===== config.mk =====
export PLATFORM = sky130hd
export DESIGN_NAME = spin_line_scheduler
export DESIGN_NICKNAME = d
export VERILOG_FILES = /design/src/rtl/spin_line_scheduler.sv
export SDC_FILE = /design/constraint.sdc
export NUM_CORES = 1
export LEC_CHECK = 0
export BUFFER_PORTS_ARGS = -buffer_cell sky130_fd_sc_hd__buf_2
export CORE_UTILIZATION = 38
export DETAILED_ROUTE_END_ITERATION = 16
export GPL_TIMING_DRIVEN = 0
export PLACE_DENSITY = 0.6
export SLEW_MARGIN = 20
export SYNTH_ARGS = -nofsm -noshare
export SYNTH_HDL_FRONTEND = slang
export SYNTH_SLANG_ARGS = --single-unit
export TNS_END_PERCENT = 1

===== constraint.sdc =====
create_clock -name sclk -period 3.3 [get_ports sclk]
set_input_delay 0.165 -clock sclk [delete_from_list [all_inputs] [get_ports sclk]]
set_output_delay 0.165 -clock sclk [all_outputs]
set_load 0.01 [all_outputs]

===== src/rtl/spin_line_scheduler.sv =====
// +----------------------------------------------------------------------------+
// | Module      : spin_line_scheduler                                          |
// | Description : Hall-index locked frame/line strobe generator for the        |
// |               TLC5957 line driver. Optional macro SPIN_SCHED_AVG_EN        |
// |               averages the last two accepted gaps before slotting.         |
// | Revision    : 1.0 - initial release                                        |
// +----------------------------------------------------------------------------+
`default_nettype none

module spin_line_scheduler #(
  parameter int LINES       = 128,
  parameter int LINES_BITS  = 7,
  parameter int PERIOD_BITS = 24,
  parameter int MIN_PERIOD  = 131072
) (
  input  logic                   sclk,
  input  logic                   rst_n,
  input  logic                   enable,
  input  logic                   hall,
  output logic                   frame_pulse,
  output logic                   line_pulse,
  output logic [LINES_BITS-1:0]  line_index,
  output logic                   locked,
  output logic [PERIOD_BITS-1:0] period
);

  localparam logic [PERIOD_BITS-1:0] c_max_period = '1;
  localparam logic [PERIOD_BITS-1:0] c_one        = PERIOD_BITS'(1);
  localparam logic [PERIOD_BITS:0]   c_min_period = (PERIOD_BITS+1)'(MIN_PERIOD);
  localparam logic [LINES_BITS-1:0]  c_last_line  = LINES_BITS'(LINES-1);

  typedef enum logic [1:0] {
    ST_IDLE    = 2'd0,
    ST_ACQUIRE = 2'd1,
    ST_MEASURE = 2'd2,
    ST_RUN     = 2'd3
  } state_t;

  state_t                 r_state;
  state_t                 w_state_next;
  logic                   w_start;
  logic [2:0]             r_sync;
  logic                   w_idx;
  logic [PERIOD_BITS-1:0] r_cnt;
  logic [PERIOD_BITS-1:0] r_interval;
  logic [PERIOD_BITS-1:0] r_timer;
  logic [LINES_BITS-1:0]  r_line_next;
  logic                   r_active;
  logic [PERIOD_BITS:0]   w_gap_full;
  logic [PERIOD_BITS-1:0] w_gap;
  logic [PERIOD_BITS-1:0] w_period_p;
  logic                   w_accept;
  logic                   w_stall;

  // r_sync[1:0] is the synchronizer, r_sync[2] the edge-detect history
  assign w_idx      = r_sync[1] & ~r_sync[2];
  assign w_gap_full = {1'b0, r_cnt} + (PERIOD_BITS+1)'(1);
  assign w_gap      = (r_cnt == c_max_period) ? c_max_period : r_cnt + c_one;
  assign w_accept   = w_idx && (w_gap_full >= c_min_period);
  assign w_stall    = (r_cnt == c_max_period);
  assign locked     = (r_state == ST_RUN);

`ifdef SPIN_SCHED_AVG_EN
  logic [PERIOD_BITS-1:0] r_prev_gap;
  logic [PERIOD_BITS-1:0] w_prev_sel;
  logic [PERIOD_BITS:0]   w_sum;

  // On the first lock there is no history, so the current gap stands in
  assign w_prev_sel = (r_state == ST_RUN) ? r_prev_gap : w_gap;
  assign w_sum      = {1'b0, w_prev_sel} + {1'b0, w_gap};
  assign w_period_p = PERIOD_BITS'(w_sum >> 1);

  always_ff @(posedge sclk or negedge rst_n) begin
    if (!rst_n) begin
      r_prev_gap <= '0;
    end else if (w_start) begin
      r_prev_gap <= w_gap;
    end
  end
`else
  assign w_period_p = w_gap;
`endif

  always_ff @(posedge sclk or negedge rst_n) begin
    if (!rst_n) begin
      r_state <= ST_IDLE;
    end else begin
      r_state <= w_state_next;
    end
  end

  always_comb begin
    w_state_next = r_state;
    w_start      = 1'b0;
    case (r_state)
      ST_IDLE: begin
        if (enable) w_state_next = ST_ACQUIRE;
      end
      ST_ACQUIRE: begin
        if (w_accept) w_state_next = ST_MEASURE;
      end
      ST_MEASURE, ST_RUN: begin
        if (w_stall) begin
          w_state_next = ST_ACQUIRE;
        end else if (w_accept) begin
          w_state_next = ST_RUN;
          w_start      = 1'b1;
        end
      end
      default: w_state_next = ST_IDLE;
    endcase
    if (!enable) begin
      w_state_next = ST_IDLE;
      w_start      = 1'b0;
    end
  end

  always_ff @(posedge sclk or negedge rst_n) begin
    if (!rst_n) begin
      r_sync      <= '0;
      r_cnt       <= '0;
      r_interval  <= '0;
      r_timer     <= '0;
      r_line_next <= '0;
      r_active    <= 1'b0;
      frame_pulse <= 1'b0;
      line_pulse  <= 1'b0;
      line_index  <= '0;
      period      <= '0;
    end else begin
      r_sync      <= {r_sync[1:0], hall};
      frame_pulse <= w_start;
      line_pulse  <= 1'b0;
      if (w_accept) begin
        r_cnt <= '0;
      end else if (!w_stall) begin
        r_cnt <= r_cnt + c_one;
      end
      // An index always restarts the revolution, pre-empting any pending line
      if (w_start) begin
        period      <= w_period_p;
        r_interval  <= w_period_p >> LINES_BITS;
        r_timer     <= '0;
        r_line_next <= '0;
        r_active    <= 1'b1;
      end else if (r_active && (r_state == ST_RUN) && (w_state_next == ST_RUN)) begin
        if (r_timer == '0) begin
          line_pulse  <= 1'b1;
          line_index  <= r_line_next;
          r_line_next <= r_line_next + LINES_BITS'(1);
          r_timer     <= (r_interval == '0) ? '0 : r_interval - c_one;
          if (r_line_next == c_last_line) r_active <= 1'b0;
        end else begin
          r_timer <= r_timer - c_one;
        end
      end else if (w_state_next != ST_RUN) begin
        r_active <= 1'b0;
      end
    end
  end

endmodule

`default_nettype wire

# Yosys cells after proc, flatten, opt, wreduce, memory -nomap -nowiden
# Cells that the tools add are included.
[word_totals]
output_inout_bits = 34
regBits = 111
word_cells = 70
[classes]
n_addsub = 5
n_bitwise = 3
eq_ne = 10
n_lt_le_gt_ge = 1
muxes = 27
reduce_logical = 13
[ops]
columns = ["cell", "n"]
rows = [
  ["2-to-1 mux 24 bit", 7],
  ["logical NOT 24 bit", 2],
  ["adder 24 x 1 -> 25 bit (second input constant)", 1],
  ["greater-or-equal comparator 25 x 18 -> 1 bit (second input constant)", 1],
  ["adder 24 x 1 -> 24 bit (second input constant)", 1],
  ["== test 24 bit (second input constant)", 1],
  ["subtractor 24 x 1 -> 24 bit (second input constant)", 1],
  ["2-to-1 mux 7 bit", 3],
  ["subtractor 17 x 1 -> 18 bit (second input constant)", 1],
  ["2-to-1 mux 1 bit", 12],
  ["2-to-1 mux 2 bit", 4],
  ["adder 7 x 1 -> 7 bit (second input constant)", 1],
  ["== test 7 bit (second input constant)", 1],
  ["== test 2 bit (second input constant)", 3],
  ["!= test 3 x 2 -> 1 bit (second input constant)", 2],
  ["one-hot mux 2 bit (3 select lines)", 1],
  ["AND reduction 3 bit", 2],
  ["!= test 2 bit (second input constant)", 2],
  ["nonzero test 2 bit", 2],
  ["logical AND 1 bit", 3],
  ["nonzero test 3 bit", 1],
  ["== test 2 x 1 -> 1 bit (second input constant)", 1],
  ["logical NOT 2 bit", 1],
  ["inverter 1 bit", 2],
  ["3 further kinds", 3],
]

# Logic depth before layout (Yosys ltp)
[depth]
depth_word = 11
ltp_mapped = 10

# Least setup slack after synthesis
# Ideal clock, no wire load.
[synth_path]
path_kind = "register -> register"
start = "register r_cnt[0]"
end = "register r_state[0]"
arrival_ps = 2566
path_stages_with_launch = 10
n_path_buf = 1
setup_time_ps = 126
required_time_ps = 3174
setup_slack_ps = 608
cell_sequence = "dfrtp_1 ha_1 nand3_1 nor4_4 nand4_1 a22o_1 o31ai_4 nand2_1 clkbuf_1 o311a_1"
[synth_between]
elab_chain_cells = 7
elab_cells_between_ends = 9
classes_between = "add/sub (1); order compare (1); eq/ne (1); mux (5); reduce/logical (1)"
[synth_rtl]
columns = ["item", "line", "rtl"]
rows = [
  ["start, declared", "44", "logic [PERIOD_BITS-1:0] r_cnt;"],
  ["start signal, assigned", "137", "r_cnt <= r_cnt + c_one;"],
  ["adder 24 x 1 -> 25 bit", "57", "assign w_gap_full = {1'b0, r_cnt} + (PERIOD_BITS+1)'(1);"],
  ["greater-or-equal comparator 25 x 18 -> 1 bit", "59", "assign w_accept = w_idx && (w_gap_full >= c_min_period);"],
  ["logical AND 1 bit", "59", ""],
  ["2-to-1 mux 2 bit", "105", "end else if (w_accept) begin"],
  ["2-to-1 mux 2 bit", "103", "if (w_stall) begin"],
  ["one-hot mux 2 bit (3 select lines) (*)", "95", "case (r_state)"],
  ["2-to-1 mux 2 bit (*)", "112", "if (!enable) begin"],
  ["via w_state_next[0]", "40", "state_t w_state_next;"],
  ["end signal, assigned", "88", "r_state <= w_state_next;"],
  ["end, declared", "39", "state_t r_state;"],
]
# Mark *: on every way through the listed nets, which the timed path passes. The rest lies on a longest branch.
# A chain may end at the register's enable or synchronous reset.

# Worst setup path in the final report
[layout_path]
start = "register r_cnt[0]"
end = "register r_timer[11]"
[layout_between]
elab_chain_cells = 10
elab_cells_between_ends = 17
classes_between = "add/sub (1); order compare (1); eq/ne (2); mux (10); reduce/logical (3)"
[layout_rtl]
columns = ["item", "line", "rtl"]
rows = [
  ["adder 24 x 1 -> 25 bit", "57", ""],
  ["greater-or-equal comparator 25 x 18 -> 1 bit", "59", ""],
  ["logical AND 1 bit", "59", ""],
  ["2-to-1 mux 2 bit", "105", ""],
  ["2-to-1 mux 2 bit", "103", ""],
  ["one-hot mux 2 bit (3 select lines)", "95", ""],
  ["2-to-1 mux 2 bit", "112", ""],
  ["== test 2 bit", "146", "end else if (r_active && (r_state == ST_RUN) && (w_state_next == ST_RUN)) begin"],
  ["logical AND 1 bit", "146", ""],
  ["nonzero test 2 bit (no source line)", "-", ""],
  ["end signal, assigned", "151", "r_timer <= (r_interval == '0) ? '0 : r_interval - c_one;"],
  ["end signal, assigned", "154", "r_timer <= r_timer - c_one;"],
  ["end, declared", "46", "logic [PERIOD_BITS-1:0] r_timer;"],
]
# Several ways; a longest one is shown, not always the timed one.

==> flow_summary.yaml <==
final_layout:
  final_common_cell: "dfrtp_1"
  most-common-layout-cells: "dfrtp_1 (94), o21ai_0 (57), nand2_1 (53)"
  drive_above_1_share_pct: 15.91
  nets: 602
  antenna_cells: 0
  areaGrowthSynthToFinish_pct: 15.55
synth:
  muxShareOfSynthArea_pct: 2.369
  ys_top_cells_by_area: "dfrtp_1 (46%), o21ai_0 (5.6%), xnor2_1 (4.0%)"
  synthFlopType: "dfrtp_1"
  synth_top_family_by_area: "simple AND/OR/NAND/NOR gates"
  synthAdderAreaFrac_pct: 1.481
  synth.yosys.seq_area_share_pct: 46.40
  netlist_area_um2: 5070
  async_reset_ff_share_pct: 100.0
  syn_nets: 551
  synth_top_cell_area_share_pct: 46.40
  synth.avg_cell_area_um2: 9.371
  yosys.area_share.simple_pct: 20.19
  synthXorXnorAreaFrac_pct: 7.256
  synth_compound_area_share_pct: 18.63
  ys_warn_count: 0
  yosysUniqueCellTypes: 58
  ys_ff_latch: 94
  synth_cells: 541
  synth_edf_count: 0
  synth_top_area_cell: "dfrtp_1"
timing:
  final.setup_skew_ns: 0.008383
  fmax_ghz: 0.3366
  slew_viol_final: 0
  rsz0062_at_grt: "false"
  setup_viol: 0
  period_share_pct: 90.02
  fin_crit_ns: 2.971
  max_slew.worst_pin.slew_ns: 1.017
  tns_ns: 0
  hold_viol_final: 0
  max-slew-margin-rel_pct: 31.58
floorplan:
  coreArea_um2: 12820
  start_util_pct: 39.53
  num_io_pins: 38
  die_w_um: 117.5
  dieArea_um2: 13810
  placementRows: 41
  die_y_um: 117.5
power:
  combinationalPowerShare_pct: 1.4
  seqPwrFrac_pct: 49.0
  power_density_nw_per_um2: 402.3
  net-switching-power_uw: 518.0
  p_sw_share_pct: 21.98
  internal_power_mw: 1.839
  leakage_nw: 2.621
  ir_drop_uv: 373.8
  clkPwrFrac_pct: 49.5
  power_mw: 2.357
placed_design:
  dp_hpwl_um: 9027
  place.gp.congestion: 0.8546
  io_buffers: 37
grt:
  overflow: 0
  gr-usage-met2_pct: 30.84
  gr-usage-met3_pct: 4.990
  grt_max_degree: 80
  grt_pass1_vias: 4098
  grt_pass1_wl_um: 21040
  antenna_found_initial: 0
  grt_usage_pct: 19.11
  gr-usage-met1_pct: 25.02
  top_usage_layer: "met2"
cts:
  cts_buffers: 9
  cts_root_buf: "clkbuf_16"
  tritoncts: "built"
  h-tree-depth: 3
  clock-sinks: 94
  clockBufferDepth: 2
  post_cts_buffers: 0
  path_clk_slew_ns: 0.07
  insertion_delay_ns: 0.36
detailed_routing:
  final_antenna_net_count: 0
  dr.pass1.iters: 4
  drt_wl_total_um: 12420
  avgRoutedWirePerCell_um: 16.15
  vias_per_cell: 5.416
  drt_iter0_drc: 247
  routed-via-count: 4165
  drcViolationCount: 0
job:
  maxCapViolations: 0
setup_path:
  timing.rr.start: "r_cnt[0]$_DFFE_PN0P_"
  critPathRequiredTime_ns: 3.54
  cp-endpoint: "r_timer[11]$_DFFE_PN0P_"
  cp-start-kind: "flip-flop"
  startpoint: "r_cnt[0]$_DFFE_PN0P_"
  endpoint_kind: "flip-flop"
  r2r_cells: 10
  cp.arrival_ns: 3.21
  ff2ff_setup_slack_ns: 0.33
  r2r-end: "r_timer[11]$_DFFE_PN0P_"
  cp_max_fo: 10
  path_class: "flip-flop to flip-flop"
worst_hold_path:
  hold_class: "primary input to flip-flop"
run_status:
  outcome: "completed"
[state kept, by name, summed over array words and instances (netlist names)]
register     flops
frame_pulse      1
line_index       7
line_pulse       1
period          24
r_active         1
r_cnt           24
r_line_next      7
r_state          2
r_sync           3
r_timer         24
[critical path: stages (launching register included)]
cell      delay (ns)
dfrtp_1         0.46
ha_1            0.25
nand3_1         0.20
or3_1           0.48
or3_1           0.38
clkbuf_1        0.17
nand3_2         0.20
nor2_1          0.13
and2_1          0.18
buf_2           0.19
a22o_1          0.22
[layer usage]
layer	wire [um]	vias up
met5	0	-
met4	254	0
met3	570	20
met2	5851	96
met1	5743	1998
li1	-	2051
[cell families (layout without fill, tap and decap cells)]
| group | count (synthesis) | after routing |
|---|---|---|
| adder cells (fa/ha/maj) | 6 | 6 |
| AND/OR/NAND/NOR | 195 | 195 |
| XOR/XNOR | 42 | 42 |
| AO/OA/AOI/OAI | 148 | 148 |
| multiplexers | 11 | 11 |
| buffers and inverters | 45 | 101 |
| flip-flops | 94 | 94 |
[worst min-delay path by stage]
stage                 from                      end  slack, ns  depth (start not counted)
floorplan            rst_n    frame_pulse$_DFF_PN0_      -0.13                          0
global placement      hall      r_sync[0]$_DFF_PN0_       0.27                          1
detailed placement   rst_n  r_timer[19]$_DFFE_PN0P_      0.009                          1
CTS                 enable     r_state[0]$_DFF_PN0_       0.06                          2
global route        enable     r_state[0]$_DFF_PN0_       0.08                          2
finish              enable     r_state[0]$_DFF_PN0_       0.08                          2
[stage by stage]
step                      hold slack [ns]  utilization, %  setup slack, ns  area, um2  cells
after floorplan                   -0.1306               -           0.6076       5070    541
after CTS                         0.05891           45.63          0.05523       5852    769
after global routing              0.07577           45.68          0.06842       5858    769
after detailed placement         0.009347           42.92          0.09556       5504    751
final                             0.08146           45.68           0.3295       5858    769
after global placement             0.2730           42.65           0.1246       5470    750
[cells in the mapped netlist, drive strengths merged (3+ instances only)]
cell	count
or2	3
o211ai	6
buf	9
clkbuf	14
and4	5
nor4	10
a22o	11
nand3	18
nand4	8
xnor2	23
a31oi	4
inv	21
and2	7
a21oi	29
xor2	19
nand3b	3
nor2	40
mux2	8
or4	4
ha	6
or3	8
nand2	53
o22ai	22
dfrtp	94
mux2i	3
nor3	22
o21ai	60
and3	6
[area by class of cell]
class                   count  area, um2
multi-input cells         402       2536
clock buffers               9      225.2
flip-flops and latches     94       2352
inverters                  22      82.58
clock inverters             7      102.6
well taps                 172      215.2
repair buffers             40      239.0
fillers                  1271       6967
plain buffers              23      105.1
[power by group through the flow]
stage / combinational [mW] / sequential, mW / clock [mW]
finish: 0.0340 / 1.16 / 1.17
global route: 0.0397 / 1.16 / 1.24
CTS: 0.0364 / 1.15 / 1.20
detailed placement: 0.0345 / 1.18 / 0
global placement: 0.0287 / 1.18 / 0
floorplan: 0.00280 / 1.18 / 0
[repair_timing]
| item | CTS | global route |
|---|---|---|
| setup endpoints to repair | 0 | 47 |
| resized for setup | 0 | 4 |
| endpoints found under the hold margin | 95 | 0 |
| hold buffers | 2 | 0 |
Note: power is estimated with default switching activity, not from simulation.
